## src/rtl/type_pkg.sv

```systemverilog
// Shared write/read-path types: host burst sizes and the pool byte-column geometry.
package type_pkg;

   typedef enum logic [1:0] {
      ONE_BYTE    = 2'd0,
      TWO_BYTES   = 2'd1,
      FOUR_BYTES  = 2'd2,
      EIGHT_BYTES = 2'd3
   } burst_size_t;

   localparam int unsigned BYTE_COLS = 8;

   function automatic logic [3:0] burst_bytes(input burst_size_t size);
      case (size)
         ONE_BYTE:   return 4'd1;
         TWO_BYTES:  return 4'd2;
         FOUR_BYTES: return 4'd4;
         default:    return 4'd8;
      endcase
   endfunction

endpackage

```

## src/rtl/wdata_fifo.sv

```systemverilog
// Pool write FIFO of {word, data, strb} entries; the youngest entry can absorb a
// same-word beat in place instead of taking a new slot.
module wdata_fifo
   import type_pkg::*;
#(
   parameter int unsigned WORD_W    = 5,
   parameter int unsigned DATA_SIZE = 64,
   parameter int unsigned DEPTH     = 4
) (
   input  logic                         clk,
   input  logic                         n_rst,
   input  logic                         in_valid,
   input  logic [WORD_W-1:0]            in_word,
   input  logic [DATA_SIZE-1:0]         in_data,
   input  logic [BYTE_COLS-1:0]         in_strb,
   output logic                         in_accept,
   input  logic                         pop,
   output logic [WORD_W-1:0]            head_word,
   output logic [DATA_SIZE-1:0]         head_data,
   output logic [BYTE_COLS-1:0]         head_strb,
   output logic [$clog2(DEPTH):0]       count
);

   localparam int unsigned PTR_W = $clog2(DEPTH);
   localparam int unsigned CNT_W = PTR_W + 1;

   logic [WORD_W-1:0]    mem_word [DEPTH];
   logic [DATA_SIZE-1:0] mem_data [DEPTH];
   logic [BYTE_COLS-1:0] mem_strb [DEPTH];

   logic [PTR_W-1:0] wr_ptr;
   logic [PTR_W-1:0] rd_ptr;
   logic [PTR_W-1:0] tail;
   logic             do_pop;
   logic             tail_busy;
   logic             merge;
   logic             push;

   assign tail      = wr_ptr - PTR_W'(1);
   assign do_pop    = pop && (count != '0);
   // With one entry the tail is the head; never merge into an entry leaving this cycle.
   assign tail_busy = do_pop && (count == CNT_W'(1));
   assign merge     = in_valid && (count != '0) && (mem_word[tail] == in_word) && !tail_busy;
   assign push      = in_valid && !merge && ((count < CNT_W'(DEPTH)) || do_pop);
   assign in_accept = merge || push;

   assign head_word = mem_word[rd_ptr];
   assign head_data = mem_data[rd_ptr];
   assign head_strb = mem_strb[rd_ptr];

   always_ff @(posedge clk or negedge n_rst) begin
      if (!n_rst) begin
         wr_ptr <= '0;
         rd_ptr <= '0;
         count  <= '0;
         for (int unsigned i = 0; i < DEPTH; i++) begin
            mem_word[i] <= '0;
            mem_data[i] <= '0;
            mem_strb[i] <= '0;
         end
      end else begin
         if (push) begin
            mem_word[wr_ptr] <= in_word;
            mem_data[wr_ptr] <= in_data;
            mem_strb[wr_ptr] <= in_strb;
            wr_ptr           <= wr_ptr + PTR_W'(1);
         end
         if (merge) begin
            for (int unsigned i = 0; i < BYTE_COLS; i++) begin
               if (in_strb[i]) mem_data[tail][8*i +: 8] <= in_data[8*i +: 8];
            end
            mem_strb[tail] <= mem_strb[tail] | in_strb;
         end
         if (do_pop) rd_ptr <= rd_ptr + PTR_W'(1);
         if (push && !do_pop)      count <= count + CNT_W'(1);
         else if (!push && do_pop) count <= count - CNT_W'(1);
      end
   end

endmodule

```

## src/rtl/write_data_aligner.sv

```systemverilog
// Rotates LSB-justified host write beats into their pool byte columns, builds strobes,
// and hands them through a coalescing FIFO to the write pool.
module write_data_aligner
   import type_pkg::*;
#(
   parameter int unsigned ADDR_SIZE = 8,
   parameter int unsigned DATA_SIZE = 64,
   parameter int unsigned DEPTH     = 4
) (
   input  logic                     clk,
   input  logic                     n_rst,
   input  logic                     wvalid,
   output logic                     wready,
   input  logic [ADDR_SIZE-1:0]     waddr,
   input  burst_size_t              wburst_size,
   input  logic [DATA_SIZE-1:0]     wdata,
   output logic                     pool_wen,
   input  logic                     pool_wready,
   output logic [ADDR_SIZE-1:0]     pool_waddr,
   output logic [DATA_SIZE-1:0]     pool_wdata,
   output logic [BYTE_COLS-1:0]     pool_wstrb,
   output logic                     misalign_err,
   output logic [$clog2(DEPTH):0]   fifo_count
);

   localparam int unsigned WORD_W = ADDR_SIZE - 3;

   logic [3:0]             nbytes;
   logic [2:0]             col;
   logic [3:0]             end_col;
   logic                   misaligned;
   logic [BYTE_COLS-1:0]   byte_mask;
   logic [DATA_SIZE-1:0]   masked;
   logic [2*DATA_SIZE-1:0] data_dbl;
   logic [2*BYTE_COLS-1:0] strb_dbl;
   logic                   accept;

   logic                   align_valid;
   logic [WORD_W-1:0]      align_word;
   logic [DATA_SIZE-1:0]   align_data;
   logic [BYTE_COLS-1:0]   align_strb;
   logic                   align_adv;
   logic [WORD_W-1:0]      head_word;

   assign nbytes     = burst_bytes(wburst_size);
   assign col        = waddr[2:0];
   assign end_col    = {1'b0, col} + nbytes;
   assign misaligned = end_col > 4'd8;

   always_comb begin
      byte_mask = '0;
      masked    = '0;
      for (int unsigned i = 0; i < BYTE_COLS; i++) begin
         if (i < 32'(nbytes)) begin
            byte_mask[i]      = 1'b1;
            masked[8*i +: 8]  = wdata[8*i +: 8];
         end
      end
   end

   // Upper half of a doubled vector shifted left is a left rotation.
   assign data_dbl = {masked, masked} << {col, 3'b000};
   assign strb_dbl = {byte_mask, byte_mask} << col;

   assign wready = !align_valid || align_adv;
   assign accept = wvalid && wready;

   always_ff @(posedge clk or negedge n_rst) begin
      if (!n_rst) begin
         align_valid  <= 1'b0;
         align_word   <= '0;
         align_data   <= '0;
         align_strb   <= '0;
         misalign_err <= 1'b0;
      end else begin
         misalign_err <= accept && misaligned;
         if (accept && !misaligned) begin
            align_valid <= 1'b1;
            align_word  <= waddr[ADDR_SIZE-1:3];
            align_data  <= data_dbl[2*DATA_SIZE-1 -: DATA_SIZE];
            align_strb  <= strb_dbl[2*BYTE_COLS-1 -: BYTE_COLS];
         end else if (align_adv) begin
            align_valid <= 1'b0;
         end
      end
   end

   assign pool_wen   = (fifo_count != '0);
   assign pool_waddr = {head_word, 3'b000};

   wdata_fifo #(
      .WORD_W    (WORD_W),
      .DATA_SIZE (DATA_SIZE),
      .DEPTH     (DEPTH)
   ) u_fifo (
      .clk       (clk),
      .n_rst     (n_rst),
      .in_valid  (align_valid),
      .in_word   (align_word),
      .in_data   (align_data),
      .in_strb   (align_strb),
      .in_accept (align_adv),
      .pop       (pool_wen && pool_wready),
      .head_word (head_word),
      .head_data (pool_wdata),
      .head_strb (pool_wstrb),
      .count     (fifo_count)
   );

endmodule

```

## config.mk

```make
export PLATFORM = sky130hd
export DESIGN_NAME = write_data_aligner
export DESIGN_NICKNAME = d
export VERILOG_FILES = /design/src/rtl/type_pkg.sv /design/src/rtl/wdata_fifo.sv /design/src/rtl/write_data_aligner.sv
export SDC_FILE = /design/constraint.sdc
export NUM_CORES = 1
export LEC_CHECK = 0
export ABC_AREA = 1
export CAP_MARGIN = 25
export CORE_MARGIN = 1
export CORE_UTILIZATION = 40
export DETAILED_ROUTE_END_ITERATION = 8
export PLACE_DENSITY = 0.58
export SETUP_SLACK_MARGIN = 0.3
export SYNTH_ARGS = -nofsm -noshare
export SYNTH_HDL_FRONTEND = slang
export SYNTH_HIERARCHICAL = 1
export SYNTH_SLANG_ARGS = --single-unit
```

## constraint.sdc

```tcl
create_clock -name clk -period 6.28 [get_ports clk]
set_input_delay 1.256 -clock clk [delete_from_list [all_inputs] [get_ports clk]]
set_output_delay 1.256 -clock clk [all_outputs]
set_load 0.02 [all_outputs]
```

==> reports/metrics.cfg <==
[floorplan]
ios = 164
dieHeight_um = 234
coreArea_mm2 = 0.0530
die_area_mm2 = 0.0549
rows = 84
die_w_um = 234
floorplan.initialDensity_pct = 40.8

[power_and_ir_drop]
leakage_nw = 12.7
power_density_mw_per_mm2 = 561
max-vdd-ir-drop_mv = 0.228

[worst_setup_path]
slowest_stage = dfrtp_1
r2r_slack_ns = 1.59
cp_max_fo = 41
slowest_delay_ns = 0.69
cpMostUsedCell = nand2_1
crit_arrival_ns = 4.21
rr_worst_depth = 14
critPathLaunchType = flip-flop
endpoint_kind = primary output
cp_cell_sequence = inv_2 > ha_1 > inv_1 > nand3_1 > nand3_1 > nand2_1 > nor2_1 > nand3_4 > nand2_1 > nand2_1 > inv_1 > nand2_1 > clkdlybuf4s50_1
reg2reg_to = u_fifo/mem_data[220]
reg2reg_from = u_fifo/wr_ptr[0]
path_class = reg2out
worst-endpoint-required_ns = 5.02

[flow_run]
maxCapViolCount = 0

[finish]
drive_gt1_share_pct = 5.53
instances_no_fill = 3779
fin_nets = 3150
nFillCells = 5344
final_util_pct = 47.2
diodes = 0
synthToLayoutAreaGrowth_pct = 15.8

[timing]
fin_crit_ns = 5.47
maxSlewViolCount = 0
hold_violations = 0
setup_viol_count_final = 0
finalCritPeriodShare_pct = 87.0
clock.fmax_mhz = 183
worstMarginPinSlew_ns = 1.04
fin_skew_ns = 0.0150
rsz0062_at_grt = false
max_slew_margin_pct = 30.7
fin_setup_tns_ns = 0

[cts]
postCtsSetupBuffers = 0
insertion_delay_ns = 0.57
tritoncts = done
root_buffer = clkbuf_16
cts_max_path_buffers = 3
cts_hold_buffers = 0
htree_levels = 2
clkSinkCount = 394
numCtsBuffers = 43
cts_resized = 0
clkTransAtPathRegs_ns = 0.06

[yosys]
async_reset_ff_share_pct = 100
yosysWarnings = 6
yosysSeqAreaShare_pct = 45.6
ys_ff_latch = 394
ys_types = 34
synth_area_mm2 = 0.0216
avgSynthCellArea_um2 = 7.18
synthCells = 3009
synth_edf_count = 0
ys.flop_type = dfrtp_1

[worst_hold_path]
whs_path_depth = 2
min_from = align_word[2]
hold-path-endpoint = align_word[2]
hp-class = reg2reg

[route]
wl_um = 75800
dr.pass1.iters = 6
drt_iter0_drc = 2544
route.detailed.drc = 0
avgRoutedWirePerCell_um = 20.1
drtAntennaViolNets = 0
vias = 21500
vias_per_cell = 5.69

[placement]
dp.final_hpwl_um = 49700
place_congestion = 0.920
dpl.cell_count = 3702
port_buffers = 160

[global_route]
track_usage_pct = 27.9
antenna_found_initial = 1
grt_pass1_wl_um = 119000
grt_max_degree = 113
grt_remaining_overflow = 0
first_global_vias = 19900

[status]
status = complete, no violations

## stage by stage
step / worst slack (ns) / area, µm² / hold slack (ns) / power (mW)
floorplan: 2.24 / 21600 / 0.440 / 8.60
detailed placement: 1.35 / 23500 / 0.478 / 11.3
CTS: 0.801 / 25000 / 0.495 / 14.1
global route: 0.410 / 25000 / 0.512 / 15.0
finish: 0.815 / 25000 / 0.493 / 14.0
global placement: 1.36 / 23500 / 0.473 / 11.2
## critical path, delay by kind of cell, from the launching register on
kind | cells | cell delay (ns)
DFF | 1 | 0.69
adders and majority gates | 1 | 0.43
and+or+nand+nor | 8 | 1.07
buffers and inverters | 4 | 1.44
## cell families after synthesis
| kind of cell | count (synthesis) | share of synthesized area (%) |
|---|---|---|
| XOR/XNOR | 4 | 0.162 |
| flip-flops | 394 | 45.6 |
| other | 1 | 0.0174 |
| multiplexers | 1 | 0.0463 |
| adder cells (fa/ha/maj) | 13 | 0.788 |
| AO/OA/AOI/OAI | 318 | 7.80 |
| buffers and inverters | 269 | 5.78 |
| AND/OR/NAND/NOR | 2009 | 39.8 |
## worst max path at each step
stage                     slack (ns)  depth (start not counted)        startpoint     end
after global routing            0.41                         13  u_fifo/wr_ptr[0]  wready
after detailed placement        1.35                          9       pool_wready  wready
after floorplan                 2.24                         16  u_fifo/wr_ptr[0]  wready
after CTS                       0.80                         13  u_fifo/wr_ptr[0]  wready
final                           0.81                         13  u_fifo/wr_ptr[0]  wready
after global placement          1.36                          9       pool_wready  wready
## cells in the mapped netlist, types with 6 or more instances
| master | number | area share, % |
|---|---|---|
| buf_6 | 12 | 0.63 |
| dfrtp_1 | 394 | 46 |
| nand4_1 | 61 | 1.8 |
| nand2_1 | 1175 | 20 |
| o22ai_1 | 69 | 2.0 |
| buf_1 | 25 | 0.43 |
| nand2_2 | 39 | 1.1 |
| nand3_1 | 558 | 13 |
| clkbuf_1 | 83 | 1.4 |
| buf_4 | 22 | 0.76 |
| ha_1 | 12 | 0.69 |
| buf_2 | 49 | 1.1 |
| inv_2 | 6 | 0.10 |
| inv_1 | 71 | 1.2 |
| nor2_1 | 157 | 2.7 |
| o21ai_0 | 199 | 4.6 |
| a21oi_1 | 43 | 1.0 |
## flip-flops by register name, indices dropped and copies added (netlist names)
| signal | cells |
|---|---|
| u_fifo/mem_data | 256 |
| u_fifo/mem_strb | 32 |
| align_word | 5 |
| u_fifo/count | 3 |
| u_fifo/wr_ptr | 2 |
| u_fifo/mem_word | 20 |
| align_data | 64 |
| misalign_err | 1 |
| align_strb | 8 |
| align_valid | 1 |
| u_fifo/rd_ptr | 2 |
## cell type report
type	count	area, µm²	area share [%]
multi-input cells	2348	10500	42.1
flip-flops and latches	394	9860	39.4
repair buffers	194	1950	7.79
clock buffers	68	1330	5.32
well taps	688	861	3.44
inverters	78	302	1.21
clock inverters	9	176	0.705
## placed cells by master, fill, tap and decap left out, drive strengths merged, types with 61 or more instances in the layout
master	n
o21ai	203
dfrtp	394
nor2	164
o22ai	69
clkdlybuf4s50	155
nand2	1216
nand3	563
clkbuf	68
inv	78
nand4	61
## report_power, final
group,leakage (nW),switching (mW),total [mW],internal [mW]
clock,0.739,1.05,2.70,1.65
combinational,6.94,4.26,6.64,2.38
sequential,5.07,1.04,4.69,3.65
## layer usage
layer	wire length [µm]	vias up	part of all wire [%]	GRT usage, %
li1	-	10100	-	-
met1	33700	10300	45	40.8
met2	33400	996	44	42.0
met3	6250	130	8.2	4.11
met4	2440	2	3.2	9.25
met5	13	-	0.017	0
Power figures use the tool's default switching activity.
